$ cat src/rtl/an_sec_decoder_iter.sv
// an_sec_decoder_iter: iterative single-error-correcting decoder for AN codes.
// The codeword is divided by A with a serial restoring divider. A nonzero remainder
// launches a search that steps p = 2^k mod A and compares it against r (e = +2^k)
// and A-r (e = -2^k). A hit corrects the codeword, which is then divided again.
// Handshake: a transfer happens on a rising clk edge where valid and ready are both
// high; out_valid with N and all flags holds steady until out_ready is seen.
// Optional macro AN_SEC_STATS_EN adds saturating corr_cnt / uncorr_cnt counters.
module an_sec_decoder_iter #(
    parameter int A        = 83,
    parameter int W_BITS   = 36,
    parameter int A_BITS   = 7,
    parameter int N_BITS   = 29,
    parameter int LOC_BITS = 6
) (
    input  logic                clk,
    input  logic                rst_n,
    input  logic                in_valid,
    output logic                in_ready,
    input  logic [W_BITS-1:0]   W,
    output logic                out_valid,
    input  logic                out_ready,
    output logic [N_BITS-1:0]   N,
    output logic                corrected,
    output logic                uncorrectable,
    output logic                err_neg,
    output logic [LOC_BITS-1:0] err_loc
`ifdef AN_SEC_STATS_EN
    ,
    output logic [15:0]         corr_cnt,
    output logic [15:0]         uncorr_cnt
`endif
);

    localparam int CNT_BITS = $clog2(W_BITS + 1);
    localparam logic [A_BITS:0]     A_EXT    = (A_BITS + 1)'(A);
    localparam logic [A_BITS-1:0]   A_VAL    = A_BITS'(A);
    localparam logic [W_BITS:0]     ONE_W    = (W_BITS + 1)'(1);
    localparam logic [LOC_BITS-1:0] K_LAST   = LOC_BITS'(W_BITS - 1);
    localparam logic [CNT_BITS-1:0] CNT_LAST = CNT_BITS'(W_BITS - 1);

    typedef enum logic [2:0] {
        S_IDLE,
        S_DIV,
        S_CHK,
        S_SRCH,
        S_DONE
    } state_t;

    state_t state, state_nxt;

    logic [W_BITS-1:0]   w_reg;    // codeword (corrected in place on a search hit)
    logic [W_BITS-1:0]   d_reg;    // dividend shifts out MSB first, quotient shifts in
    logic [A_BITS-1:0]   rem;      // remainder r after the last divide step
    logic [CNT_BITS-1:0] bit_cnt;
    logic [LOC_BITS-1:0] k;
    logic [A_BITS-1:0]   p;        // 2^k mod A
    logic                pass2;    // second division after a correction

    logic [A_BITS:0]     rem_shift;
    logic                q_bit;
    logic [A_BITS-1:0]   rem_next;
    logic [A_BITS:0]     p_dbl;
    logic [A_BITS-1:0]   p_next;
    logic [W_BITS:0]     pow_k;
    logic [W_BITS:0]     corr_w;
    logic                hit_pos;
    logic                hit_neg;
    logic                corr_ovf;

    // Divider step, next search candidate and the trial correction
    always_comb begin
        rem_shift = {rem, d_reg[W_BITS-1]};
        q_bit     = (rem_shift >= A_EXT);
        rem_next  = q_bit ? A_BITS'(rem_shift - A_EXT) : rem_shift[A_BITS-1:0];
        p_dbl     = {p, 1'b0};
        p_next    = (p_dbl >= A_EXT) ? A_BITS'(p_dbl - A_EXT) : p_dbl[A_BITS-1:0];
        pow_k     = ONE_W << k;
        hit_pos   = (rem == p);
        hit_neg   = !hit_pos && (rem == (A_VAL - p));
        // e = +2^k is removed by subtracting, e = -2^k by adding
        corr_w    = hit_pos ? ({1'b0, w_reg} - pow_k) : ({1'b0, w_reg} + pow_k);
        corr_ovf  = corr_w[W_BITS];
    end

    // State register
    always_ff @(posedge clk or negedge rst_n) begin
        if (!rst_n) state <= S_IDLE;
        else        state <= state_nxt;
    end

    // Next-state decode
    always_comb begin
        state_nxt = state;
        case (state)
            S_IDLE:  if (in_valid) state_nxt = S_DIV;
            S_DIV:   if (bit_cnt == CNT_LAST) state_nxt = S_CHK;
            S_CHK:   state_nxt = (pass2 || rem == '0) ? S_DONE : S_SRCH;
            S_SRCH: begin
                if (hit_pos || hit_neg) state_nxt = corr_ovf ? S_DONE : S_DIV;
                else if (k == K_LAST)   state_nxt = S_DONE;
            end
            S_DONE:  if (out_ready) state_nxt = S_IDLE;
            default: state_nxt = S_IDLE;
        endcase
    end

    assign in_ready  = (state == S_IDLE);
    assign out_valid = (state == S_DONE);

    // Datapath registers and result flags
    always_ff @(posedge clk or negedge rst_n) begin
        if (!rst_n) begin
            w_reg         <= '0;
            d_reg         <= '0;
            rem           <= '0;
            bit_cnt       <= '0;
            k             <= '0;
            p             <= '0;
            pass2         <= 1'b0;
            N             <= '0;
            corrected     <= 1'b0;
            uncorrectable <= 1'b0;
            err_neg       <= 1'b0;
            err_loc       <= '0;
        end else begin
            case (state)
                S_IDLE: begin
                    if (in_valid) begin
                        w_reg         <= W;
                        d_reg         <= W;
                        rem           <= '0;
                        bit_cnt       <= '0;
                        pass2         <= 1'b0;
                        N             <= '0;
                        corrected     <= 1'b0;
                        uncorrectable <= 1'b0;
                        err_neg       <= 1'b0;
                        err_loc       <= '0;
                    end
                end
                S_DIV: begin
                    rem     <= rem_next;
                    d_reg   <= {d_reg[W_BITS-2:0], q_bit};
                    bit_cnt <= bit_cnt + 1'b1;
                end
                S_CHK: begin
                    // First-pass quotient is kept as N in case the search gives up
                    N <= d_reg[N_BITS-1:0];
                    if (!pass2 && rem != '0) begin
                        k <= '0;
                        p <= A_BITS'(1);
                    end
                end
                S_SRCH: begin
                    if (hit_pos || hit_neg) begin
                        if (corr_ovf) begin
                            uncorrectable <= 1'b1;
                        end else begin
                            w_reg     <= corr_w[W_BITS-1:0];
                            d_reg     <= corr_w[W_BITS-1:0];
                            rem       <= '0;
                            bit_cnt   <= '0;
                            pass2     <= 1'b1;
                            corrected <= 1'b1;
                            err_neg   <= hit_neg;
                            err_loc   <= k;
                        end
                    end else if (k == K_LAST) begin
                        uncorrectable <= 1'b1;
                    end else begin
                        p <= p_next;
                        k <= k + 1'b1;
                    end
                end
                default: ;
            endcase
        end
    end

`ifdef AN_SEC_STATS_EN
    // Saturating event counters, stepped when a result is handed downstream
    always_ff @(posedge clk or negedge rst_n) begin
        if (!rst_n) begin
            corr_cnt   <= '0;
            uncorr_cnt <= '0;
        end else if (out_valid && out_ready) begin
            if (corrected && corr_cnt != 16'hFFFF)       corr_cnt   <= corr_cnt + 16'd1;
            if (uncorrectable && uncorr_cnt != 16'hFFFF) uncorr_cnt <= uncorr_cnt + 16'd1;
        end
    end
`endif

endmodule

$ cat config.mk
export PLATFORM = sky130hd
export DESIGN_NAME = an_sec_decoder_iter
export DESIGN_NICKNAME = d
export VERILOG_FILES = /design/src/rtl/an_sec_decoder_iter.sv
export SDC_FILE = /design/constraint.sdc
export NUM_CORES = 1
export LEC_CHECK = 0
export BUFFER_PORTS_ARGS = -buffer_cell sky130_fd_sc_hd__buf_2
export CORE_AREA = 2 2 166 168
export CTS_CLUSTER_DIAMETER = 120
export CTS_CLUSTER_SIZE = 24
export DETAILED_ROUTE_END_ITERATION = 8
export DIE_AREA = 0 0 168 170
export PLACE_DENSITY = 0.63
export SLEW_MARGIN = 0
export SYNTH_ARGS = -nofsm -noshare
export SYNTH_HDL_FRONTEND = slang
export SYNTH_SLANG_ARGS = --single-unit
$ cat constraint.sdc
create_clock -name clk -period 12.2 [get_ports clk]
set_clock_uncertainty 0.05 [all_clocks]
set_input_delay 3.66 -clock clk [delete_from_list [all_inputs] [get_ports clk]]
set_output_delay 3.66 -clock clk [all_outputs]
set_load 0.01 [all_outputs]
# --- Word-level counts from Yosys, hierarchy flattened ---
# Cells that the tools add are included.
op_classes:
  addsub: 7
  n_lt_le_gt_ge: 2
  n_eq_ne: 18
  n_shift: 1
  n_mux: 48
  reduce_logical: 19
op_table:
  columns: ["op", "n"]
  rows:
  - ["36-bit two-way mux", 3]
  - ["36-bit one-hot mux with 3 select lines", 1]
  - ["36-bit one-hot mux with 2 select lines", 1]
  - ["29-bit one-hot mux with 2 select lines", 1]
  - ["7-bit two-way mux", 8]
  - ["6-bit two-way mux", 8]
  - ["36-bit by 37-bit adder with 37-bit output", 1]
  - ["37-bit two-way mux", 1]
  - ["1-bit by 6-bit << shifter with 37-bit output (first input constant)", 1]
  - ["36-bit by 37-bit subtractor with 37-bit output", 1]
  - ["29-bit two-way mux", 1]
  - ["6-bit one-hot mux with 2 select lines", 2]
  - ["3-bit two-way mux", 7]
  - ["7-bit one-hot mux with 3 select lines", 1]
  - ["4-bit AND reduction", 5]
  - ["6-bit one-hot mux with 3 select lines", 1]
  - ["8-bit by 7-bit greater-or-equal comparator with 1-bit output (second input constant)", 2]
  - ["3-bit one-hot mux with 5 select lines", 1]
  - ["7-bit equality test", 2]
  - ["2-bit != test (second input constant)", 7]
  - ["7-bit one-hot mux with 2 select lines", 1]
  - ["7-bit subtractor (second input constant)", 2]
  - ["6-bit by 1-bit adder with 6-bit output (second input constant)", 2]
  - ["6-bit equality test (second input constant)", 2]
  - ["other kinds (17)", 33]
word_totals:
  regBits: 139
  in_bits: 40
  output_inout_bits: 40
  word_cells: 107

# --- Depth between registers and ports, before layout ---
# Gate-level depths: netlist (run 1).
depth:
  depth_word: 6
  depth_mapped: 27

# --- Least setup slack after synthesis (run 1) ---
# OpenSTA, ideal clock, no wires.
synth_path:
  path_kind: "reg2reg"
  start: "register k[2]"
  end: "register w_reg[21]"
  setup_ns: 0.125
  arrival_ns: 5.287
  setup_slack_ns: 6.738
  path_stages_with_launch: 26
  n_path_buf: 6
  path_cell_list: "dfrtp_1 clkbuf_2 inv_1 clkbuf_1 ha_1 buf_1 nor4_1 a221o_1 nand2_1 a311o_1 o21ai_0 nor2_1 o2111ai_1 nand2_1 ha_1 clkbuf_1 nand4_1 or3_1 o21ai_0 a211oi_1 or3_1 a211o_1 and2_4 buf_6 buf_8 mux2_4"
synth_via:
  elab_chain_cells: 6
synth_rtl:
  columns: ["element", "line_no", "source"]
  rows:
  - ["start: declaration", "55", "logic [LOC_BITS-1:0] k;"]
  - ["start signal: assignment", "172", "k <= k + 1'b1;"]
  - ["1-bit by 6-bit << shifter with 37-bit output *", "77", "pow_k = ONE_W << k;"]
  - ["36-bit by 37-bit adder with 37-bit output or 36-bit by 37-bit subtractor with 37-bit output (tied branches)", "81", "corr_w = hit_pos ? ({1'b0, w_reg} - pow_k) : ({1'b0, w_reg} + pow_k);"]
  - ["37-bit two-way mux *", "81", null]
  - ["36-bit two-way mux", "156", "if (corr_ovf) begin"]
  - ["36-bit two-way mux", "155", "if (hit_pos || hit_neg) begin"]
  - ["36-bit one-hot mux with 2 select lines", "126", "case (state)"]
  - ["end signal: assignment", "159", "w_reg <= corr_w[W_BITS-1:0];"]
  - ["end: declaration", "51", "logic [W_BITS-1:0] w_reg;"]
# Mark *: on every way between the ends. The rest lies on a longest branch, timed or not. The select of a mux whose other input is x is not followed.
# A chain may end at the register's enable or synchronous reset.

# --- Worst setup path in the final report (run 1) ---
layout_path:
  start: "register k[0]"
  end: "register d_reg[24]"
layout_via:
  elab_chain_cells: 6
layout_rtl:
  columns: ["element", "line_no", "source"]
  rows:
  - ["1-bit by 6-bit << shifter with 37-bit output *", "77", null]
  - ["36-bit by 37-bit adder with 37-bit output or 36-bit by 37-bit subtractor with 37-bit output (tied branches)", "81", null]
  - ["37-bit two-way mux *", "81", null]
  - ["36-bit two-way mux", "156", null]
  - ["36-bit two-way mux", "155", null]
  - ["36-bit one-hot mux with 3 select lines", "126", null]
  - ["end signal: assignment", "143", "d_reg <= {d_reg[W_BITS-2:0], q_bit};"]
  - ["end signal: assignment", "160", "d_reg <= corr_w[W_BITS-1:0];"]
  - ["end: declaration", "52", "logic [W_BITS-1:0] d_reg;"]
# Marks and branches as above.

==> results of run 1 <==
## critical path: stages, from the launching register on
cell and delay (ns):
dfrtp_1 0.43, ha_1 0.30, ha_1 0.38, nor4_1 0.40
a221o_1 0.24, nand2_1 0.13, a311o_1 0.38, nor2_1 0.30
nand2_1 0.12, o21ai_0 0.17, a21o_1 0.13, a32oi_1 0.13
ha_1 0.42, a21o_1 0.22, a21o_1 0.17, a21oi_1 0.28
nand2_1 0.14, a211oi_1 0.26, o21ai_0 0.16, a21oi_1 0.40
o21a_2 0.18, buf_4 0.48, mux2_2 0.41
## how the worst max path moves through the flow
stage                     from   endpoint  slack [ns]  depth (start not counted)
after floorplan           k[2]  w_reg[21]        6.74                         25
after global placement    k[0]  d_reg[25]        5.85                         22
after detailed placement  k[0]  d_reg[16]        5.88                         22
after CTS                 k[0]  d_reg[16]        5.86                         22
after global routing      k[0]  d_reg[10]        5.23                         22
final                     k[0]  d_reg[24]        5.74                         22
## layer usage
metal | vias to the layer above | wire [um] | global-route usage, % | share of wire, %
li1 | 4523 | - | - | -
met1 | 4588 | 14900 | 31.5 | 46
met2 | 324 | 14800 | 36.2 | 46
met3 | 45 | 1760 | 4.00 | 5.4
met4 | 0 | 864 | 8.32 | 2.7
met5 | - | 0 | 0 | 0
## metrics by stage
stage	worst slack (ns)	std cells
5_1_grt	5.23	1623
3_5_place_dp	5.88	1591
6_report	5.74	1623
3_3_place_gp	5.85	1591
2_1_floorplan	6.74	1243
4_1_cts	5.86	1623
## cell type report
cell class | instances | area (sq um)
clock buffer | 18 | 429
clock inverter | 14 | 124
fill | 2660 | 15000
inverter | 39 | 146
multi-input combinational | 980 | 6530
sequential | 139 | 3480
tap | 341 | 427
timing repair buffer | 92 | 499
## layout by cell type (no fill, tap or decap), types with 30 or more instances in the layout
master and count:
dfrtp_1 138, ha_1 49, nand2_1 167, o21ai_0 109
a22o_1 34, xnor2_1 41, a21oi_1 105, buf_2 78
nand3_1 30, nor2_1 83, mux2i_1 43, mux2_2 40
inv_1 37
## cell families after synthesis
| family | Yosys count | share of synthesized area [%] |
|---|---|---|
| buffers and inverters | 124 | 4.94 |
| xor gates and xnor gates | 68 | 5.67 |
| and+or+nand+nor | 373 | 15.9 |
| muxes | 100 | 10.7 |
| AOI/OAI and AO/OA | 389 | 23.6 |
| adders and majority gates | 50 | 6.03 |
| DFF | 139 | 33.1 |
==> results.json, run 1 <==
{
  "ys_seq_elements": 139,
  "diodes": 0,
  "cts.clk_slew.worst_paths_ns": 0.07,
  "r2r-start": "k[0]",
  "port_buffers": 79,
  "holdPathStages": 1,
  "routed_via_density": 5.84,
  "worstMarginPinSlew_ns": 1.21,
  "core_sq_um": 26700,
  "num_vias": 9480,
  "cts_made_buffers": 17,
  "critPathArrivalTime_ns": 6.73,
  "final_util_pct": 43.6,
  "relSlewSlack_pct": 19.4,
  "syn_to_final_growth_pct": 10.7,
  "ctsHtreeMaxLevel": 4,
  "async_reset_ff_share_pct": 100,
  "tritoncts": "done",
  "fin_setup_tns_ns": 0,
  "synth.distinct_cells": 77,
  "r2r_slack_ns": 5.74,
  "wire_per_inst_um": 19.9,
  "cts_root_buffer": "clkbuf_16",
  "die-area_sq_um": 28600,
  "cp-start-kind": "flop",
  "ys_warn_count": 0,
  "rsz0062_at_grt": "no",
  "postCtsHoldBufs": 0,
  "drc": 0,
  "hold_end": "w_reg[7]",
  "hpwlAfterDp_um": 23200,
  "fin_crit_ns": 6.46,
  "drv_slew": 0,
  "cts_sinks": 139,
  "insertion_delay_ns": 0.43,
  "grt_pass1_vias": 9144,
  "synth_common_cells": "167 x nand2_1, 139 x dfrtp_1, 110 x o21ai_0",
  "worst_ep_required_time_ns": 12.47,
  "yosysSeqAreaShare_pct": 33.1,
  "drtAntennaViolNets": 0,
  "min_path_type": "flop to flop",
  "fin_nets": 1359,
  "layout-drive-gt1-share_pct": 15.0,
  "synth.most_common_cell": "nand2_1",
  "die_h_um": 170,
  "routed_wl_um": 32300,
  "setup_viol": 0,
  "gp_congestion": 0.972,
  "drv_cap": 0,
  "clk_path_buf_depth": 2,
  "final_area_sq_um": 11600,
  "synthTopCellsByArea": "dfrtp_1 33%, nand2_1 6.0%, ha_1 5.8%",
  "grt.overflow.total": 0,
  "antenna_found_initial": 0,
  "netlist_area_sq_um": 10500,
  "synth_edf_count": 0,
  "grt_max_degree": 79,
  "std_cell_rows": 60,
  "grt_pass1_wl_um": 51500,
  "cp_max_fo": 41,
  "placed_cell_area_sq_um": 11100,
  "postSynthCellCount": 1243,
  "fp.dieW_um": 168,
  "reg2regPathDepth": 22,
  "end_kind": "flop",
  "drt_iter0_drc": 758,
  "hold_path_startpoint": "w_reg[7]",
  "status": "finished, final reports clean",
  "syn_avg_cell_area_sq_um": 8.45,
  "hold_ws_ns": 0.437,
  "cts_setup_buffers": 0,
  "crit_type": "flop to flop",
  "hold_viol_final": 0,
  "synth_flop_cell": "dfrtp_1",
  "dr.pass1.iters": 5,
  "cts-resized-gates": 0,
  "period_share_pct": 53.0,
  "grt_use_total_pct": 22.9,
  "r2r-end": "d_reg[24]",
  "yosys.area.top_type": "dfrtp_1",
  "io_pins": 80,
  "initial_utilization_pct": 39.4,
  "max_freq_ghz": 0.155,
  "synth_top_area_share_pct": 33.1,
  "syn_nets": 1333
}
Power of run 1 is not shown: default switching activity piles up to over one toggle a cycle in this logic, so the estimate is an artifact.
==> run 2, diff against run 1 <==
==> constraint.sdc (replaced) <==
create_clock -name clk -period 6.8 [get_ports clk]
set_clock_uncertainty 0.05 [all_clocks]
set_input_delay 2.04 -clock clk [delete_from_list [all_inputs] [get_ports clk]]
set_output_delay 2.04 -clock clk [all_outputs]
set_load 0.01 [all_outputs]
==> run 2 against run 1 <==
Setup slack got worse by 5.1 ns. Cell area increased by 1.4%. Critical path depth decreased by 2. Critical path type unchanged. Global-route usage decreased by 0.27 points. Via count increased by 0.62%. Fmax increased by 5.3%. Sequential share of layout area decreased by 0.42 points. Die area unchanged.
==> results.json, run 2 (same netlist as run 1, synthesis figures left out) <==
{
  "drv_cap": 0,
  "tritoncts": "done",
  "die_h_um": 170,
  "cts_made_buffers": 17,
  "cts_setup_buffers": 0,
  "syn_to_final_growth_pct": 12.2,
  "clk_path_buf_depth": 2,
  "end_kind": "flop",
  "wire_per_inst_um": 19.6,
  "routed_via_density": 5.84,
  "gp_congestion": 0.974,
  "placed_cell_area_sq_um": 11200,
  "worst_ep_required_time_ns": 7.06,
  "grt_use_total_pct": 22.6,
  "fin_setup_tns_ns": 0,
  "status": "finished, final reports clean",
  "cp-startpoint": "k[0]",
  "drtAntennaViolNets": 0,
  "fp.dieW_um": 168,
  "layout-drive-gt1-share_pct": 15.6,
  "cts_root_buffer": "clkbuf_16",
  "std_cell_rows": 60,
  "postCtsHoldBufs": 0,
  "grt_max_degree": 102,
  "final_area_sq_um": 11800,
  "grt_pass1_wl_um": 51200,
  "port_buffers": 79,
  "insertion_delay_ns": 0.43,
  "drv_slew": 0,
  "fin_crit_ns": 6.14,
  "drc": 0,
  "ctsHtreeMaxLevel": 4,
  "dr.pass1.iters": 5,
  "initial_utilization_pct": 39.4,
  "antenna_found_initial": 1,
  "cts_sinks": 139,
  "num_vias": 9539,
  "fin_nets": 1368,
  "layout_common_cells": "167 x nand2_1, 138 x dfrtp_1, 109 x o21ai_0",
  "cp_max_fo": 41,
  "grt_pass1_vias": 9209,
  "core_sq_um": 26700,
  "path_cells": "inv_1, ha_1, nor3b_1, nand2_1, ha_1, o31a_1, a211oi_1, nor3_1, a31oi_1, ha_1, and2_1, nor2b_1, nand2_1, nor3_1, a211oi_1, or3_1, a21oi_1, o21a_2, buf_12, mux2_2",
  "cts.clk_slew.worst_paths_ns": 0.07,
  "mostFrequentLayoutCell": "nand2_1",
  "critPathArrivalTime_ns": 6.40,
  "slowest_stage": "nor3b_1",
  "cp-start-kind": "flop",
  "routed_wl_um": 32000,
  "max_stage_delay_ns": 0.64,
  "hpwlAfterDp_um": 22900,
  "max_freq_ghz": 0.163,
  "crit_type": "flop to flop",
  "r2r-start": "k[0]",
  "worstMarginPinSlew_ns": 1.06,
  "period_share_pct": 90.3,
  "relSlewSlack_pct": 28.2,
  "min_path_type": "flop to flop",
  "rsz0062_at_grt": "no",
  "io_pins": 80,
  "drt_iter0_drc": 941,
  "cts-resized-gates": 0,
  "setup_viol": 0,
  "hold_path_startpoint": "w_reg[25]",
  "grt.overflow.total": 0,
  "hold_viol_final": 0,
  "die-area_sq_um": 28600,
  "cp_common_cell": "ha_1"
}
run 2: cell types whose count changed in the layout (fill, tap and decap cells not counted), sizes merged:
cell      delta
clkinvlp     -4
clkinv       +3
clkbuf       -1
inv          -3
buf          +9
bufinv       +4
diode        +1
run 2: worst max-delay path: cells and delay by family (launching register included):
family / cells / cell delay (ns)
multiplexers: 1 / 0.37
buffers and inverters: 2 / 0.34
flip-flops: 1 / 0.43
adder cells (fa/ha/maj): 3 / 1.05
AO/OA/AOI/OAI: 6 / 1.59
AND/OR/NAND/NOR: 8 / 2.13
run 2: stage by stage:
stage	utilization (%)	hold slack [ns]	cells	setup WS, ns
after floorplan	-	0.406	1243	1.34
after global placement	41.9	0.416	1600	0.797
after detailed placement	41.9	0.426	1600	0.806
after CTS	44.2	0.441	1631	0.787
after global routing	44.2	0.460	1631	0.324
final	44.3	0.438	1632	0.659
run 2: final timing paths:
check	slack, ns	end	depth (start not counted)
max in group asynchronous	3.94	state[1]	2
worst min register to register	0.44	w_reg[25]	1
min in group asynchronous	1.67	N[3]	1
worst max-delay path	0.66	d_reg[33]	20
worst min-delay path	0.44	w_reg[25]	1
worst max register to register	0.66	d_reg[33]	20
run 2: layer usage:
metal,part of all wire [%],vias to the layer above,GRT usage (%)
met5,0,-,0
met4,3.0,0,7.67
met3,6.0,62,3.67
met2,43,378,35.0
met1,48,4562,32.2
li1,-,4537,-
run 2: layout make-up:
cell class                      instances  area [sq um]
Fill cell                            2571         14900
Multi-Input combinational cell        980          6530
Sequential cell                       139          3480
Timing Repair Buffer                  101           579
Tap cell                              341           427
Clock buffer                           17           425
Clock inverter                         14           209
Inverter                               39           146
Antenna cell                            1          2.50
Power of run 2 is left out for the same reason.
